`config.mk`:
```
export PLATFORM = sky130hd
export DESIGN_NAME = mult_arbiter_flat
export DESIGN_NICKNAME = d
export VERILOG_FILES = /design/src/rtl/mult_arbiter_pkg.sv /design/src/rtl/mult_arbiter_if.sv /design/src/rtl/mult_arbiter_rr_pick.sv /design/src/rtl/mult_arbiter.sv /design/src/flat_wrapper.sv
export SDC_FILE = /design/constraint.sdc
export NUM_CORES = 1
export LEC_CHECK = 0
export BUFFER_PORTS_ARGS = -buffer_cell sky130_fd_sc_hd__buf_2
export CAP_MARGIN = 20
export CORE_ASPECT_RATIO = 0.7
export CORE_UTILIZATION = 35
export DETAILED_ROUTE_END_ITERATION = 16
export GPL_ROUTABILITY_DRIVEN = 0
export PLACE_DENSITY = 0.64
export SLEW_MARGIN = 10
export SYNTH_ARGS = -nofsm -noshare
export SYNTH_HDL_FRONTEND = slang
export SYNTH_HIERARCHICAL = 1
export SYNTH_SLANG_ARGS = --single-unit
```
`constraint.sdc`:
```
create_clock -name clk -period 4.2 [get_ports clk]
set_clock_uncertainty 0.15 [all_clocks]
set_input_delay 0.63 -clock clk [delete_from_list [all_inputs] [get_ports clk]]
set_output_delay 0.63 -clock clk [all_outputs]
set_load 0.005 [all_outputs]
```
`src/rtl/mult_arbiter_pkg.sv`:
```
// Shared types and widths for the multiplier arbiter slice.
package mult_pkg;
  localparam int unsigned OPW  = 4;
  localparam int unsigned RESW = 8;

  typedef enum logic [2:0] {
    IDLE,
    LAUNCH,
    ARM,
    WAIT,
    SETTLE,
    DONE
  } state_e;
endpackage

```
`src/rtl/mult_arbiter_if.sv`:
```
// Client request/ack bus plus the shared multiplier's control/data signals.
interface mult_arbiter_if #(
  parameter int unsigned N_REQ = 4
);
  import mult_pkg::*;

  logic [N_REQ-1:0]     req;
  logic [OPW*N_REQ-1:0] req_mcand;
  logic [OPW*N_REQ-1:0] req_mplier;
  logic [N_REQ-1:0]     ack;
  logic                 err;
  logic [RESW-1:0]      res;
  logic                 busy;
  logic [OPW-1:0]       mul_mcand;
  logic [OPW-1:0]       mul_mplier;
  logic                 mul_start;
  logic                 mul_finished;
  logic [RESW-1:0]      mul_result;

  modport master (
    input  req, req_mcand, req_mplier, mul_finished, mul_result,
    output ack, err, res, busy, mul_mcand, mul_mplier, mul_start
  );

  modport slave (
    output req, req_mcand, req_mplier, mul_finished, mul_result,
    input  ack, err, res, busy, mul_mcand, mul_mplier, mul_start
  );
endinterface

```
`src/rtl/mult_arbiter_rr_pick.sv`:
```
// Combinational round-robin pick: first set request at or after the pointer, cyclically.
module rr_pick #(
  parameter int unsigned N_REQ = 4,
  parameter int unsigned IW    = 2
) (
  input  logic [N_REQ-1:0] req_i,
  input  logic [IW-1:0]    ptr_i,
  output logic [N_REQ-1:0] grant_o,
  output logic [IW-1:0]    idx_o,
  output logic             valid_o
);
  always_comb begin
    logic [IW-1:0] c;
    c       = '0;
    grant_o = '0;
    idx_o   = '0;
    valid_o = 1'b0;
    for (int unsigned k = 0; k < N_REQ; k++) begin
      c = IW'((32'(ptr_i) + k) % N_REQ);
      if (!valid_o && req_i[c]) begin
        valid_o  = 1'b1;
        idx_o    = c;
        grant_o[c] = 1'b1;
      end
    end
  end
endmodule

```
`src/rtl/mult_arbiter.sv`:
```
// Round-robin sequencer sharing one 4x4 signed multiplier between N_REQ clients.
module mult_arbiter
  import mult_pkg::*;
#(
  parameter int unsigned N_REQ   = 4,
  parameter int unsigned TIMEOUT = 63
) (
  input  logic           clk,
  input  logic           rst_n,
  mult_arbiter_if.master bus
);
  localparam int unsigned IW = $clog2(N_REQ);
  localparam int unsigned CW = $clog2(TIMEOUT + 1);

  state_e           state_q, state_d;
  logic [IW-1:0]    rr_q, rr_d;
  logic [IW-1:0]    gidx_q, gidx_d;
  logic [N_REQ-1:0] gnt_q, gnt_d;
  logic [CW-1:0]    cnt_q, cnt_d;
  logic             fin_q, fin_d;
  logic             err_q, err_d;
  logic [OPW-1:0]   mcand_q, mcand_d;
  logic [OPW-1:0]   mplier_q, mplier_d;

  logic [N_REQ-1:0] pick_oh;
  logic [IW-1:0]    pick_idx;
  logic             pick_valid;

  rr_pick #(.N_REQ(N_REQ), .IW(IW)) u_pick (
    .req_i   (bus.req),
    .ptr_i   (rr_q),
    .grant_o (pick_oh),
    .idx_o   (pick_idx),
    .valid_o (pick_valid)
  );

  always_ff @(posedge clk) begin
    if (!rst_n) begin
      state_q  <= IDLE;
      rr_q     <= '0;
      gidx_q   <= '0;
      gnt_q    <= '0;
      cnt_q    <= '0;
      fin_q    <= 1'b0;
      err_q    <= 1'b0;
      mcand_q  <= '0;
      mplier_q <= '0;
    end else begin
      state_q  <= state_d;
      rr_q     <= rr_d;
      gidx_q   <= gidx_d;
      gnt_q    <= gnt_d;
      cnt_q    <= cnt_d;
      fin_q    <= fin_d;
      err_q    <= err_d;
      mcand_q  <= mcand_d;
      mplier_q <= mplier_d;
    end
  end

  always_comb begin
    state_d  = state_q;
    rr_d     = rr_q;
    gidx_d   = gidx_q;
    gnt_d    = gnt_q;
    cnt_d    = cnt_q;
    fin_d    = fin_q;
    err_d    = err_q;
    mcand_d  = mcand_q;
    mplier_d = mplier_q;
    unique case (state_q)
      IDLE: begin
        if (pick_valid) begin
          gnt_d  = pick_oh;
          gidx_d = pick_idx;
          for (int unsigned i = 0; i < N_REQ; i++) begin
            if (pick_oh[i]) begin
              mcand_d  = bus.req_mcand[i*OPW +: OPW];
              mplier_d = bus.req_mplier[i*OPW +: OPW];
            end
          end
          state_d = LAUNCH;
        end
      end
      LAUNCH: begin
        cnt_d   = '0;
        err_d   = 1'b0;
        state_d = ARM;
      end
      ARM: begin
        fin_d   = bus.mul_finished;
        state_d = WAIT;
      end
      WAIT: begin
        // fin_q keeps tracking so only a fresh low->high transition completes the job
        fin_d = bus.mul_finished;
        cnt_d = cnt_q + 1'b1;
        if (bus.mul_finished && !fin_q) begin
          state_d = SETTLE;
        end else if (cnt_q == CW'(TIMEOUT - 1)) begin
          err_d   = 1'b1;
          state_d = DONE;
        end
      end
      SETTLE: state_d = DONE;
      DONE: begin
        rr_d    = (gidx_q == IW'(N_REQ - 1)) ? '0 : gidx_q + 1'b1;
        state_d = IDLE;
      end
      default: state_d = IDLE;
    endcase
  end

  // ack/err/res are decoded from DONE so they read the multiplier's settled result directly
  assign bus.ack        = (state_q == DONE) ? gnt_q : '0;
  assign bus.err        = (state_q == DONE) && err_q;
  assign bus.res        = (state_q == DONE && !err_q) ? bus.mul_result : '0;
  assign bus.busy       = (state_q != IDLE);
  assign bus.mul_start  = (state_q == LAUNCH);
  assign bus.mul_mcand  = mcand_q;
  assign bus.mul_mplier = mplier_q;
endmodule
```
`src/flat_wrapper.sv`:
```
// flat-port wrapper written by rule: the top's interface ports become plain ports
module mult_arbiter_flat import mult_pkg::*;
#(
  parameter int unsigned N_REQ   = 4,
  parameter int unsigned TIMEOUT = 63
)
  (clk, rst_n, bus_req, bus_req_mcand, bus_req_mplier, bus_mul_finished, bus_mul_result, bus_ack, bus_err, bus_res, bus_busy, bus_mul_mcand, bus_mul_mplier, bus_mul_start);
  mult_arbiter_if #(.N_REQ(N_REQ)) bus_i ();
  input  logic clk;
  input  logic rst_n;
  input wire logic [$bits(bus_i.req)-1:0] bus_req;
  input wire logic [$bits(bus_i.req_mcand)-1:0] bus_req_mcand;
  input wire logic [$bits(bus_i.req_mplier)-1:0] bus_req_mplier;
  input wire logic [$bits(bus_i.mul_finished)-1:0] bus_mul_finished;
  input wire logic [$bits(bus_i.mul_result)-1:0] bus_mul_result;
  output wire logic [$bits(bus_i.ack)-1:0] bus_ack;
  output wire logic [$bits(bus_i.err)-1:0] bus_err;
  output wire logic [$bits(bus_i.res)-1:0] bus_res;
  output wire logic [$bits(bus_i.busy)-1:0] bus_busy;
  output wire logic [$bits(bus_i.mul_mcand)-1:0] bus_mul_mcand;
  output wire logic [$bits(bus_i.mul_mplier)-1:0] bus_mul_mplier;
  output wire logic [$bits(bus_i.mul_start)-1:0] bus_mul_start;
  assign bus_i.req = bus_req;
  assign bus_i.req_mcand = bus_req_mcand;
  assign bus_i.req_mplier = bus_req_mplier;
  assign bus_i.mul_finished = bus_mul_finished;
  assign bus_i.mul_result = bus_mul_result;
  assign bus_ack = bus_i.ack;
  assign bus_err = bus_i.err;
  assign bus_res = bus_i.res;
  assign bus_busy = bus_i.busy;
  assign bus_mul_mcand = bus_i.mul_mcand;
  assign bus_mul_mplier = bus_i.mul_mplier;
  assign bus_mul_start = bus_i.mul_start;
  mult_arbiter #(.N_REQ(N_REQ), .TIMEOUT(TIMEOUT)) u_core (.clk(clk), .rst_n(rst_n), .bus(bus_i));
endmodule
```
# Word level (Yosys, flattened, before mapping)
# Cells that the tools add are included.
# word_totals
regBits	27
input_bits	47
output_inout_bits	23
wordCells	107
# classes
add_sub_neg	5
magnitude_cmp	8
eq_ne	11
n_mux	47
bitwise_logic	3
reduce_logical	24
# ops
op	count
two-way mux 4 bit	13
case mux 3 bit (5 select lines)	1
two-way mux 1 bit	14
less-than comparator 2 x 3 -> 1 bit (second input constant)	4
bitwise OR 4 bit	3
case mux 6 bit (2 select lines)	1
logical AND 1 bit	10
two-way mux 2 bit	5
two-way mux 3 bit	3
binary-select mux 1 bit (select 2 bit)	4
demux 1 bit (select 2 bit)	4
greater-or-equal comparator 2 x 1 -> 1 bit (second input constant)	4
two-way mux 8 bit	1
adder 6 x 1 -> 6 bit (second input constant)	1
== test 3 x 2 -> 1 bit (second input constant)	2
== test 3 bit (second input constant)	2
== test 6 bit (second input constant)	1
AND reduction 3 bit	2
zero test 1 bit	5
adder 2 x 1 -> 2 bit (second input constant)	2
adder 2 bit (second input constant)	2
inequality test 2 x 1 -> 1 bit (second input constant)	2
AND reduction 2 bit	2
nonzero test 4 bit	1
other kinds (9)	9

# Logic depth before layout (Yosys ltp)
# depth
word_depth	16
ltp_mapped	14
mapped_depth_nobuf	9

# Modules after synthesis
# The synthesis kept the hierarchy.
# modules_own_cells
mod	n_inst	cells_each	area_each_um2	seq_area_each_um2
mult_arbiter	1	176	1569.0	540.5
rr_pick	1	45	419.2	0.0

# Worst setup path before layout
# No wires, ideal clock.
# synth_timing
kind	register to register
startpoint	register u_core.rr_q[0]
endpoint	register u_core.mcand_q[2] (netlist: u_core/bus.mul_mcand[2])
setup_ns	0.119
arrival_ns	3.049
required_time_ns	3.931
slack_ns	0.883
path_stages_with_launch	15
n_path_buf	5
period_less_slack_ns	3.317
cell_sequence	dfxtp_1 buf_6 inv_1 ha_1 mux4_2 buf_6 and2b_2 a22oi_1 o21ai_0 buf_6 or4_4 buf_6 and2_4 buf_6 o221a_1
# synth_via
word_cells_on_any_way	53
classes_between	add/sub (3); order compare (8); mux (27); bitwise (3); reduce/logical (12)
# synth_rtl
element	line_no	rtl
from (decl)	mult_arbiter.sv:16	logic [IW-1:0] rr_q, rr_d;
from (signal assigned)	mult_arbiter.sv:50	rr_q <= rr_d;
branches (longest 11 deep; another with less-than comparator 2 x 3 -> 1 bit)	n/a	
two-way mux 4 bit *	mult_arbiter_rr_pick.sv:20	if (!valid_o && req_i[c]) begin
net u_core.pick_oh[3]	mult_arbiter.sv:25	logic [N_REQ-1:0] pick_oh;
nonzero test 4 bit (no source line)	n/a	
AND reduction 3 bit (no source line)	n/a	
to (signal assigned)	mult_arbiter.sv:56	mcand_q <= mcand_d;
to (decl)	mult_arbiter.sv:22	logic [OPW-1:0] mcand_q, mcand_d;
# Mark *: on every way through the listed nets, which the timed path passes. The select of a mux whose other input is x is not followed.
# A chain may end at the register's enable or synchronous reset.

# Worst setup path after layout
# layout_timing
startpoint	register u_core.rr_q[0]
endpoint	register u_core.mplier_q[0] (netlist: u_core/bus.mul_mplier[0])
# layout_via
word_cells_on_any_way	53
classes_between	add/sub (3); order compare (8); mux (27); bitwise (3); reduce/logical (12)
# layout_rtl
element	line_no	rtl
branches (longest 11 deep; another with less-than comparator 2 x 3 -> 1 bit)	n/a	
two-way mux 4 bit *	mult_arbiter_rr_pick.sv:20	
net u_core.pick_oh[2]	mult_arbiter.sv:25	
nonzero test 4 bit (no source line) / two-way mux 4 bit (equally long branches)	n/a	
AND reduction 3 bit (no source line) / two-way mux 4 bit (equally long branches)	n/a	
to (signal assigned)	mult_arbiter.sv:57	mplier_q <= mplier_d;
to (decl)	mult_arbiter.sv:23	logic [OPW-1:0] mplier_q, mplier_d;
# Marks and branches as above.

==> results.py <==
metrics = {
    "clock_tree": {
        "cts_setup_buffers": 0,
        "cts.clk_slew.worst_paths_ps": 100,
        "worst_skew_pair.late_latency_ps": 280,
        "htree_levels": 1,
        "cts_buffers": 3,
        "cts_sinks": 27,
        "hold_buffers": 0,
        "clk_path_buf_depth": 2,
        "ctsResizeCount": 0,
        "cts_tree": "yes",
        "root_buffer": "clkbuf_8",
    },
    "global_routing": {
        "grt_use_total_pct": 16.2,
        "grt_start_max_net_pins": 25,
        "antenna_found_initial": 0,
        "grt_pass1_vias": 1655,
        "gr-total-overflow": 0,
        "grt_pass1_wl_um": 7790,
    },
    "placed_design": {
        "detailed_place.area_sq_um": 2350,
        "preCtsSetupSlack_ps": 714,
        "dp_hpwl_um": 3570,
        "io_buffers": 69,
    },
    "logic_synthesis": {
        "ys_types": 43,
        "synthesis.area_sq_um": 1990,
        "ys_seq_area_share_pct": 27.2,
        "ys_warn_count": 6,
        "yosys_register_bits": 27,
        "syn_nets": 276,
        "synth_edf_count": 0,
        "async_flop_share_pct": 0,
        "synthCells": 221,
        "syn_area_per_cell_sq_um": 9.00,
        "synth_ff_type": "dfxtp_1",
    },
    "setup_path": {
        "crit_chain": "inv_1 > ha_1 > mux4_2 > and2b_2 > a22oi_1 > o21ai_0 > buf_4 > or4_4 > and2_4 > o221a_1",
        "required_ps": 4230,
        "cp.arrival_ps": 3550,
        "path_max_fanout": 14,
        "crit_type": "reg -> reg",
        "crit_path_start_kind": "flop",
        "cpMaxStageDelayCell": "dfxtp_1",
        "critPathCaptureType": "flop",
        "cp_slowest_stage_delay_ps": 690,
    },
    "outcome": {
        "status": "finished clean",
    },
    "drt": {
        "route.met2.wl_um": 2040,
        "drc": 0,
        "drt-initial-drc-count": 98,
        "drtAntennaViolNets": 0,
        "wl_um": 4780,
        "num_vias": 1851,
        "highest_layer": "met4",
        "wl_met1_um": 2370,
        "firstDrtPassIters": 4,
        "vias_per_cell": 5.21,
        "wl_per_cell_um": 13.5,
        "wl_met3_um": 366,
    },
    "timing": {
        "grt_setup_unrepaired": "false",
        "fmax_ghz": 0.284,
        "setup-tns-final_ps": 0,
        "worst_pin_slew_ps": 768,
        "slew_headroom_pct": 48.7,
        "post-route-min-period_ps": 3520,
        "hold_viol_final": 0,
        "worst_slack_ps": 685,
        "finalCritPeriodShare_pct": 83.7,
        "drv_slew": 0,
        "setup_viol": 0,
    },
    "floorplanning": {
        "die_height_um": 65.1,
        "rows": 22,
        "dieArea_sq_um": 5990,
        "die_w_um": 92.1,
        "core_area_sq_um": 5370,
        "io-pin-count": 70,
        "initial_core_util_pct": 37.0,
    },
    "finish": {
        "regArea_sq_um": 541,
        "multi_input_area_sq_um": 1320,
        "nets": 339,
        "syn2layout_area_growth_pct": 20.9,
        "fill_cells": 527,
        "drive_gt1_share_pct": 31.1,
        "final_area_sq_um": 2400,
        "diodes": 0,
    },
    "pwr": {
        "vdd_ir_drop_max_v": 0.000112,
        "power.leakage_nw": 1.02,
        "p_per_area_nw_per_um2": 255,
    },
    "flow_run": {
        "timing.max_cap.violations": 0,
    },
    "min_path": {
        "hp-class": "reg -> reg",
    },
}
-- layout make-up --
cell class | count | share of cell area [%]
flip-flops and latches | 27 | 22.5
clock buffers | 3 | 1.72
multi-input cells | 171 | 54.9
well taps | 72 | 3.75
repair buffers | 73 | 15.6
inverters | 8 | 1.25
clock inverters | 1 | 0.312
-- flip-flops by register name (all words and copies together) (netlist names) --
register,flops
u_core/bus.mul_mcand,4
u_core/rr_q,2
u_core/bus.mul_mplier,4
u_core/state_q,3
u_core/gidx_q,2
u_core/fin_q,1
u_core/err_q,1
u_core/gnt_q,4
u_core/cnt_q,6
-- logic make-up (layout without fill, tap and decap cells) --
group / after synthesis / count (layout) / synth area share (%)
compound gates: 50 / 50 / 18.8
fa+ha+maj: 8 / 8 / 5.03
buf+inv: 23 / 85 / 6.48
flops: 27 / 27 / 27.2
mux: 23 / 23 / 14.6
simple gates: 90 / 90 / 27.9
-- per-stage QoR --
step / util, % / power [mW] / cells / hold slack [ps]
6_report: 44.8 / 0.612 / 355 / 352
5_1_grt: 44.8 / 0.651 / 355 / 394
4_1_cts: 44.8 / 0.620 / 355 / 357
3_5_place_dp: 43.9 / 0.464 / 351 / 341
3_3_place_gp: 43.9 / 0.463 / 351 / 321
2_1_floorplan: - / 0.411 / 221 / 308
-- worst max-delay path: cells and delay by family (launching register included) --
kind,cells,cell delay (ps)
AOI/OAI and AO/OA,3,500
adders and majority gates,1,380
buffers and inverters,2,320
DFF,1,690
muxes,1,390
and+or+nand+nor,3,980
-- cells in the final DEF, fill, tap and decap left out, types with 2 or more instances in the layout --
cell type and count:
a211oi_1 8, a21boi_0 4, a21oi_1 5, a22oi_1 8, and2_1 13, buf_2 69, buf_4 4, clkbuf_8 3
dfxtp_1 27, ha_1 8, inv_1 8, mux2_2 2, mux2i_1 17, mux4_1 2, mux4_2 2, nand2_1 16
nand2b_1 4, nand3_1 12, nand4_1 2, nor2_1 4, nor2b_1 18, nor3b_1 3, nor4b_4 2, o21ai_0 9
o21ai_1 2, o221a_1 8, or3_1 6
-- synthesized netlist by cell type (all sizes together), types with 8 or more instances --
master	count	share of area, %
a211oi	8	3.0
and2	14	4.5
mux2i	17	8.6
o21ai	11	2.8
dfxtp	27	27
nand2	16	3.0
clkbuf	8	1.5
o221a	8	4.5
inv	8	1.5
ha	8	5.0
nor2b	18	5.7
nand3	12	3.0
a22oi	8	3.0
-- report_power, final --
part | internal (mW) | switching [mW] | leakage, nW
registers | 0.276 | 0.0196 | 0.221
clock network | 0.0675 | 0.0855 | 0.0217
logic | 0.0860 | 0.0780 | 0.776
total | 0.429 | 0.183 | 1.02
-- metal layers --
layer / GRT usage, % / vias up
li1: - / 944
met1: 22.7 / 826
met2: 25.9 / 79
met3: 3.76 / 2
met4: 2.34 / 0
met5: 0 / -
-- worst paths after layout --
| kind | cells after the start | slack, ps | startpoint | end |
|---|---|---|---|---|
| min | 2 | 350 | u_core/cnt_q[5] | u_core/cnt_q[5] |
| max | 10 | 680 | u_core/rr_q[0] | u_core/bus.mul_mplier[0] |
| min reg2reg | 2 | 350 | u_core/cnt_q[5] | u_core/cnt_q[5] |
| max reg2reg | 10 | 680 | u_core/rr_q[0] | u_core/bus.mul_mplier[0] |
Note: power is estimated with default switching activity, not from simulation.
